===== src/rtl/switch_reader.sv =====
// switch_reader: brings raw DIP-switch pins into the clock domain through a
// two-flop synchronizer, debounces every bit with its own small FSM, flags
// the cycle in which the clean vector changes, and provides the free-running
// tick counter used by the LED blink logic.
module switch_reader #(
  parameter int WIDTH           = 4,
  parameter int DEBOUNCE_CYCLES = 20000,
  parameter int PERIOD          = 65536
) (
  input  logic             clk,
  input  logic             reset,
  input  logic [WIDTH-1:0] sw_raw,
  output logic [WIDTH-1:0] s,
  output logic             s_changed,
  output logic [15:0]      counter
);

  localparam int DCNT_W = $clog2(DEBOUNCE_CYCLES + 1);
  localparam logic [DCNT_W-1:0] DCNT_MAX = DCNT_W'(DEBOUNCE_CYCLES);
  localparam logic [DCNT_W-1:0] DCNT_ONE = DCNT_W'(1);
  // PERIOD = 65536 truncates to 16'hFFFF, so the explicit wrap coincides
  // with natural 16-bit rollover.
  localparam logic [15:0] CNT_LAST = 16'(PERIOD - 1);

  typedef enum logic {
    ST_STABLE   = 1'b0,
    ST_SETTLING = 1'b1
  } state_t;

  logic [WIDTH-1:0]  r_sync1;
  logic [WIDTH-1:0]  r_sync2;
  logic [WIDTH-1:0]  r_s;
  logic              r_s_changed;
  logic [15:0]       r_counter;
  state_t            r_state [WIDTH];
  logic [DCNT_W-1:0] r_dcnt  [WIDTH];
  logic [WIDTH-1:0]  w_commit;

  assign s         = r_s;
  assign s_changed = r_s_changed;
  assign counter   = r_counter;

  // Two-flop synchronizer; nothing else looks at sw_raw.
  always_ff @(posedge clk or negedge reset) begin
    if (!reset) begin
      r_sync1 <= '0;
      r_sync2 <= '0;
    end else begin
      r_sync1 <= sw_raw;
      r_sync2 <= r_sync1;
    end
  end

  // A bit commits on the edge where it has already seen DEBOUNCE_CYCLES
  // differing samples and the current sample still differs.
  always_comb begin
    w_commit = '0;
    for (int i = 0; i < WIDTH; i++) begin
      w_commit[i] = (r_state[i] == ST_SETTLING) &&
                    (r_sync2[i] != r_s[i]) &&
                    (r_dcnt[i] == DCNT_MAX);
    end
  end

  // Per-bit debounce FSMs with the committed vector and its change pulse.
  always_ff @(posedge clk or negedge reset) begin
    if (!reset) begin
      r_s         <= '0;
      r_s_changed <= 1'b0;
      for (int i = 0; i < WIDTH; i++) begin
        r_state[i] <= ST_STABLE;
        r_dcnt[i]  <= '0;
      end
    end else begin
      // Any number of simultaneous commits still produces a single pulse,
      // aligned with the cycle in which the new s is visible.
      r_s_changed <= |w_commit;
      for (int i = 0; i < WIDTH; i++) begin
        case (r_state[i])
          ST_STABLE: begin
            if (r_sync2[i] != r_s[i]) begin
              r_state[i] <= ST_SETTLING;
              r_dcnt[i]  <= DCNT_ONE;
            end else begin
              r_dcnt[i]  <= '0;
            end
          end
          ST_SETTLING: begin
            if (r_sync2[i] == r_s[i]) begin
              // Bounced back: drop all progress, the window restarts.
              r_state[i] <= ST_STABLE;
              r_dcnt[i]  <= '0;
            end else if (w_commit[i]) begin
              r_s[i]     <= r_sync2[i];
              r_state[i] <= ST_STABLE;
              r_dcnt[i]  <= '0;
            end else begin
              r_dcnt[i]  <= r_dcnt[i] + DCNT_ONE;
            end
          end
          default: begin
            r_state[i] <= ST_STABLE;
            r_dcnt[i]  <= '0;
          end
        endcase
      end
    end
  end

  // Free-running tick counter, wraps after PERIOD-1.
  always_ff @(posedge clk or negedge reset) begin
    if (!reset) begin
      r_counter <= '0;
    end else if (r_counter == CNT_LAST) begin
      r_counter <= '0;
    end else begin
      r_counter <= r_counter + 16'd1;
    end
  end

endmodule


===== config.mk =====
export PLATFORM = sky130hd
export DESIGN_NAME = switch_reader
export DESIGN_NICKNAME = d
export VERILOG_FILES = /design/src/rtl/switch_reader.sv
export SDC_FILE = /design/constraint.sdc
export NUM_CORES = 1
export LEC_CHECK = 0
export ABC_AREA = 1
export BUFFER_PORTS_ARGS = -buffer_cell sky130_fd_sc_hd__buf_2
export CELL_PAD_IN_SITES_DETAIL_PLACEMENT = 2
export CELL_PAD_IN_SITES_GLOBAL_PLACEMENT = 2
export CORE_ASPECT_RATIO = 1.5
export CORE_MARGIN = 2
export CORE_UTILIZATION = 38
export DETAILED_ROUTE_END_ITERATION = 10
export PLACE_DENSITY = 0.84
export REMOVE_ABC_BUFFERS = 1
export SLEW_MARGIN = 20
export SYNTH_ARGS = -nofsm -noshare
export SYNTH_HDL_FRONTEND = slang
export SYNTH_SLANG_ARGS = --single-unit

===== constraint.sdc =====
create_clock -name clk -period 3.3 [get_ports clk]
set_clock_uncertainty 0.2 [all_clocks]
set_input_delay 0.825 -clock clk [delete_from_list [all_inputs] [get_ports clk]]
set_output_delay 0.825 -clock clk [all_outputs]
set_load 0.01 [all_outputs]

==> metrics.txt <==
# TYPE chip_impl_metric gauge
chip_impl_metric{name="power_density",unit="nW/µm²"} 408
chip_impl_metric{name="hold_violations",unit=""} 0
chip_impl_metric{name="clk_transition_reported_paths",unit="ns"} 0.07
chip_impl_info{name="grt_setup_unrepaired",value="false"} 1
chip_impl_metric{name="drv_cap",unit=""} 0
chip_impl_metric{name="postSynthAreaPerCell",unit="µm²"} 7.34
chip_impl_metric{name="ios",unit=""} 27
chip_impl_metric{name="postLayoutSetupSlackWorst",unit="ns"} 1.31
chip_impl_metric{name="antenna_left",unit=""} 0
chip_impl_metric{name="post_cts.repair.setup_buffers",unit=""} 0
chip_impl_metric{name="drc_markers",unit=""} 0
chip_impl_metric{name="timing_worst_slew_pin_value",unit="ns"} 0.622
chip_impl_metric{name="timing.slew.headroom",unit=""} 0.585
chip_impl_metric{name="clock-sinks",unit=""} 93
chip_impl_metric{name="dpl_worst_slack",unit="ns"} 1.49
chip_impl_info{name="cts_tree",value="yes"} 1
chip_impl_metric{name="grt_max_degree",unit=""} 48
chip_impl_metric{name="finalSetupViolations",unit=""} 0
chip_impl_metric{name="fraction_of_power_consumed_by_sequential_logic",unit=""} 0.512
chip_impl_metric{name="synth.distinct_cells",unit=""} 26
chip_impl_metric{name="slowest_delay",unit="ns"} 0.45
chip_impl_metric{name="wire_per_inst",unit="µm"} 16.3
chip_impl_metric{name="power_switching_share",unit=""} 0.257
chip_impl_metric{name="internal_power",unit="mW"} 1.71
chip_impl_metric{name="critPathRequiredTime",unit="ns"} 2.27
chip_impl_metric{name="cts_resized",unit=""} 0
chip_impl_metric{name="cts_inserted_buffers",unit=""} 9
chip_impl_metric{name="netlist_area_pre_place",unit="µm²"} 5010
chip_impl_info{name="start_kind",value="register"} 1
chip_impl_metric{name="core_area",unit="µm²"} 13000
chip_impl_metric{name="via_cell_ratio",unit=""} 5.05
chip_impl_metric{name="die_h",unit="µm"} 145
chip_impl_metric{name="insertion_delay",unit="ns"} 0.36
chip_impl_metric{name="grt_first_pass_wirelength",unit="µm"} 25000
chip_impl_metric{name="cts_max_level",unit=""} 3
chip_impl_metric{name="num_vias",unit=""} 4472
chip_impl_metric{name="critical_path.max_fanout",unit=""} 5
chip_impl_metric{name="first_global_vias",unit=""} 5105
chip_impl_metric{name="grt_util_met3",unit=""} 0.0341
chip_impl_metric{name="achievable-frequency",unit="MHz"} 501
chip_impl_metric{name="port-buffer-count",unit=""} 26
chip_impl_metric{name="dieArea",unit="µm²"} 14100
chip_impl_metric{name="combinationalPowerShare",unit=""} 0.056
chip_impl_metric{name="detail_route.first_pass.iterations",unit=""} 4
chip_impl_metric{name="yosysWarnings",unit=""} 0
chip_impl_metric{name="globalRouteMet2Util",unit=""} 0.434
chip_impl_metric{name="hpwlAfterDp",unit="µm"} 10800
chip_impl_metric{name="routed_wl",unit="µm"} 14500
chip_impl_metric{name="finalWorstPathRequiredPeriod",unit="ns"} 1.99
chip_impl_metric{name="drv_slew",unit=""} 0
chip_impl_metric{name="antenna-diode-count",unit=""} 0
chip_impl_info{name="cts_root_buf",value="clkbuf_16"} 1
chip_impl_metric{name="place_congestion",unit=""} 0.733
chip_impl_info{name="gr-max-usage-layer",value="met2"} 1
chip_impl_metric{name="power.net_switching",unit="µW"} 591
chip_impl_info{name="critical_path.cell_chain",value="buf_2"} 1
chip_impl_metric{name="pwr-share-clk",unit=""} 0.432
chip_impl_metric{name="power.ir.vdd_worst",unit="mV"} 0.231
chip_impl_metric{name="rows",unit=""} 51
chip_impl_info{name="hold_path_class",value="register to register"} 1
chip_impl_metric{name="holdWs",unit="ns"} 0.157
chip_impl_info{name="highest_delay_cell_along_the_critical_path",value="dfrtp_1"} 1
chip_impl_info{name="worstSetupEndpointType",value="primary output"} 1
chip_impl_metric{name="totalPowerFinal",unit="mW"} 2.30
chip_impl_metric{name="first_iter_violations",unit=""} 92
chip_impl_metric{name="setup_tns",unit="ns"} 0
chip_impl_metric{name="part_of_the_cycle_the_worst_path_needs",unit=""} 0.605
chip_impl_metric{name="clock_tree.buffer_depth",unit=""} 2
chip_impl_metric{name="final_layout_size_suffix_gt1_frac",unit=""} 0.0978
chip_impl_metric{name="syn-instance-count",unit=""} 683
chip_impl_metric{name="grt_usage",unit=""} 0.220
chip_impl_info{name="crit_type",value="register to primary output"} 1
chip_impl_metric{name="number_of_fill_cells_in_the_layout",unit=""} 1566
chip_impl_metric{name="synth-seq-cells",unit=""} 93
chip_impl_metric{name="antenna_found_initial",unit=""} 0
chip_impl_metric{name="initial_core_util",unit=""} 0.387
chip_impl_metric{name="ctsHoldBuffers",unit=""} 0
chip_impl_metric{name="die-width",unit="µm"} 97.8
chip_impl_metric{name="flow.area_growth_from_synthesis",unit="%"} 12.4
chip_impl_metric{name="cellLeakagePower",unit="nW"} 2.64
chip_impl_metric{name="sequential_element_share_of_the_synthesized_area",unit=""} 0.464
chip_impl_metric{name="cp_data_arrival_time",unit="ns"} 0.97
chip_impl_info{name="run_status",value="complete, no violations"} 1
chip_impl_metric{name="global_route.overflow_total",unit=""} 0
chip_impl_metric{name="worstPathBufferInverterCount",unit=""} 1
chip_impl_metric{name="final_nets",unit=""} 736
chip_impl_metric{name="globalRouteMet1Util",unit=""} 0.238
chip_impl_info{name="critPathTopFamily",value="flip-flops"} 1
[worst register-to-register path: stages (launching register included)]
cell and delay (ns):
dfrtp_1 0.41, inv_1 0.09, ha_1 0.14, nand2_1 0.04, nor2_1 0.08, nand2_1 0.07
inv_1 0.07, nand2_1 0.07, nand2_1 0.35, o21ai_0 0.14
[synth_stat cells]
library cell / n / area share
dfrtp_1: 93 / 0.46
xor2_1: 19 / 0.033
nand4_1: 9 / 0.011
buf_6: 1 / 0.0022
inv_1: 104 / 0.078
nor3b_1: 1 / 0.0015
nor3_1: 9 / 0.0090
a21oi_1: 12 / 0.012
o21ai_0: 9 / 0.0090
inv_2: 3 / 0.0022
and2_1: 1 / 0.0012
nor2_2: 10 / 0.012
xnor2_1: 5 / 0.0087
nand3_1: 51 / 0.051
nand2_1: 170 / 0.13
o21ai_2: 2 / 0.0035
nand3_2: 2 / 0.0040
nand2_2: 4 / 0.0050
ha_1: 9 / 0.022
nor3_4: 1 / 0.0032
nor2_1: 152 / 0.11
or2_1: 1 / 0.0012
nor2_4: 3 / 0.0067
o21ai_1: 4 / 0.0040
nor3_2: 2 / 0.0040
o21bai_1: 6 / 0.0090
[area by class of cell]
| class | count | area (µm²) | share of cell area |
|---|---|---|---|
| Multi-Input combinational cell | 482 | 2270 | 0.403 |
| Clock inverter | 7 | 50.0 | 0.00888 |
| Timing Repair Buffer | 28 | 160 | 0.0284 |
| Sequential cell | 93 | 2330 | 0.413 |
| Inverter | 107 | 402 | 0.0713 |
| Tap cell | 159 | 199 | 0.0353 |
| Clock buffer | 9 | 225 | 0.0400 |
[sequential cells by signal, summed over array words and instances, names as in the netlist]
name       flops
r_sync2        4
counter       16
s              4
r_state        4
r_sync1        4
r_dcnt        60
s_changed      1
[logic make-up after synthesis]
kind of cell / synth area share
AOI/OAI and AO/OA: 0.0374
xor gates and xnor gates: 0.0419
adders and majority gates: 0.0225
buffers and inverters: 0.0824
DFF: 0.464
and+or+nand+nor: 0.352
[power by group through the flow]
stage               combinational, mW  clock (mW)  sequential [mW]
floorplan                      0.0738           0             1.20
global placement                0.123           0             1.20
detailed placement              0.132           0             1.20
CTS                             0.134        1.02             1.18
global route                    0.153        1.06             1.18
finish                          0.128       0.994             1.18
[per-layer routing]
metal	share of wire	wire [µm]	up-vias
met4	0.021	307	0
met5	0	0	-
met3	0.020	290	21
li1	-	-	2157
met2	0.56	8170	44
met1	0.39	5700	2250
[cell usage in the layout (no fill, tap or decap), types with 4 or more instances in the layout]
cell type / Yosys / final
nand2_1: 170 / 170
nor3_1: 9 / 9
ha_1: 9 / 9
nand3_1: 51 / 51
dfrtp_1: 93 / 93
nand2_2: 4 / 4
o21bai_1: 6 / 6
inv_1: 104 / 104
xor2_1: 19 / 19
nor2_1: 152 / 152
buf_2: 0 / 25
o21ai_0: 9 / 9
nor2_2: 10 / 10
clkbuf_16: 0 / 9
nand4_1: 9 / 9
xnor2_1: 5 / 5
a21oi_1: 12 / 12
o21ai_1: 4 / 4
[metrics by stage]
stage | utilization | cell area, µm² | std cells
2_1_floorplan | - | 5000 | 682
3_3_place_gp | 0.414 | 5360 | 869
3_5_place_dp | 0.414 | 5360 | 869
4_1_cts | 0.435 | 5640 | 885
5_1_grt | 0.435 | 5640 | 885
6_report | 0.435 | 5640 | 885
[final timing paths]
check,startpoint,to,slack (ns),cells past startpoint
max,counter[10]$_DFF_PN0_,counter[10],1.31,1
min in group asynchronous,reset,r_dcnt[34]$_DFF_PN0_,0.28,1
min,r_sync1[3]$_DFF_PN0_,r_sync2[3]$_DFF_PN0_,0.16,0
max reg2reg,r_dcnt[0]$_DFF_PN0_,r_dcnt[0]$_DFF_PN0_,1.50,9
min reg2reg,r_sync1[3]$_DFF_PN0_,r_sync2[3]$_DFF_PN0_,0.16,0
max in group asynchronous,reset,r_dcnt[8]$_DFF_PN0_,1.93,2
Power figures use the tool's default switching activity.
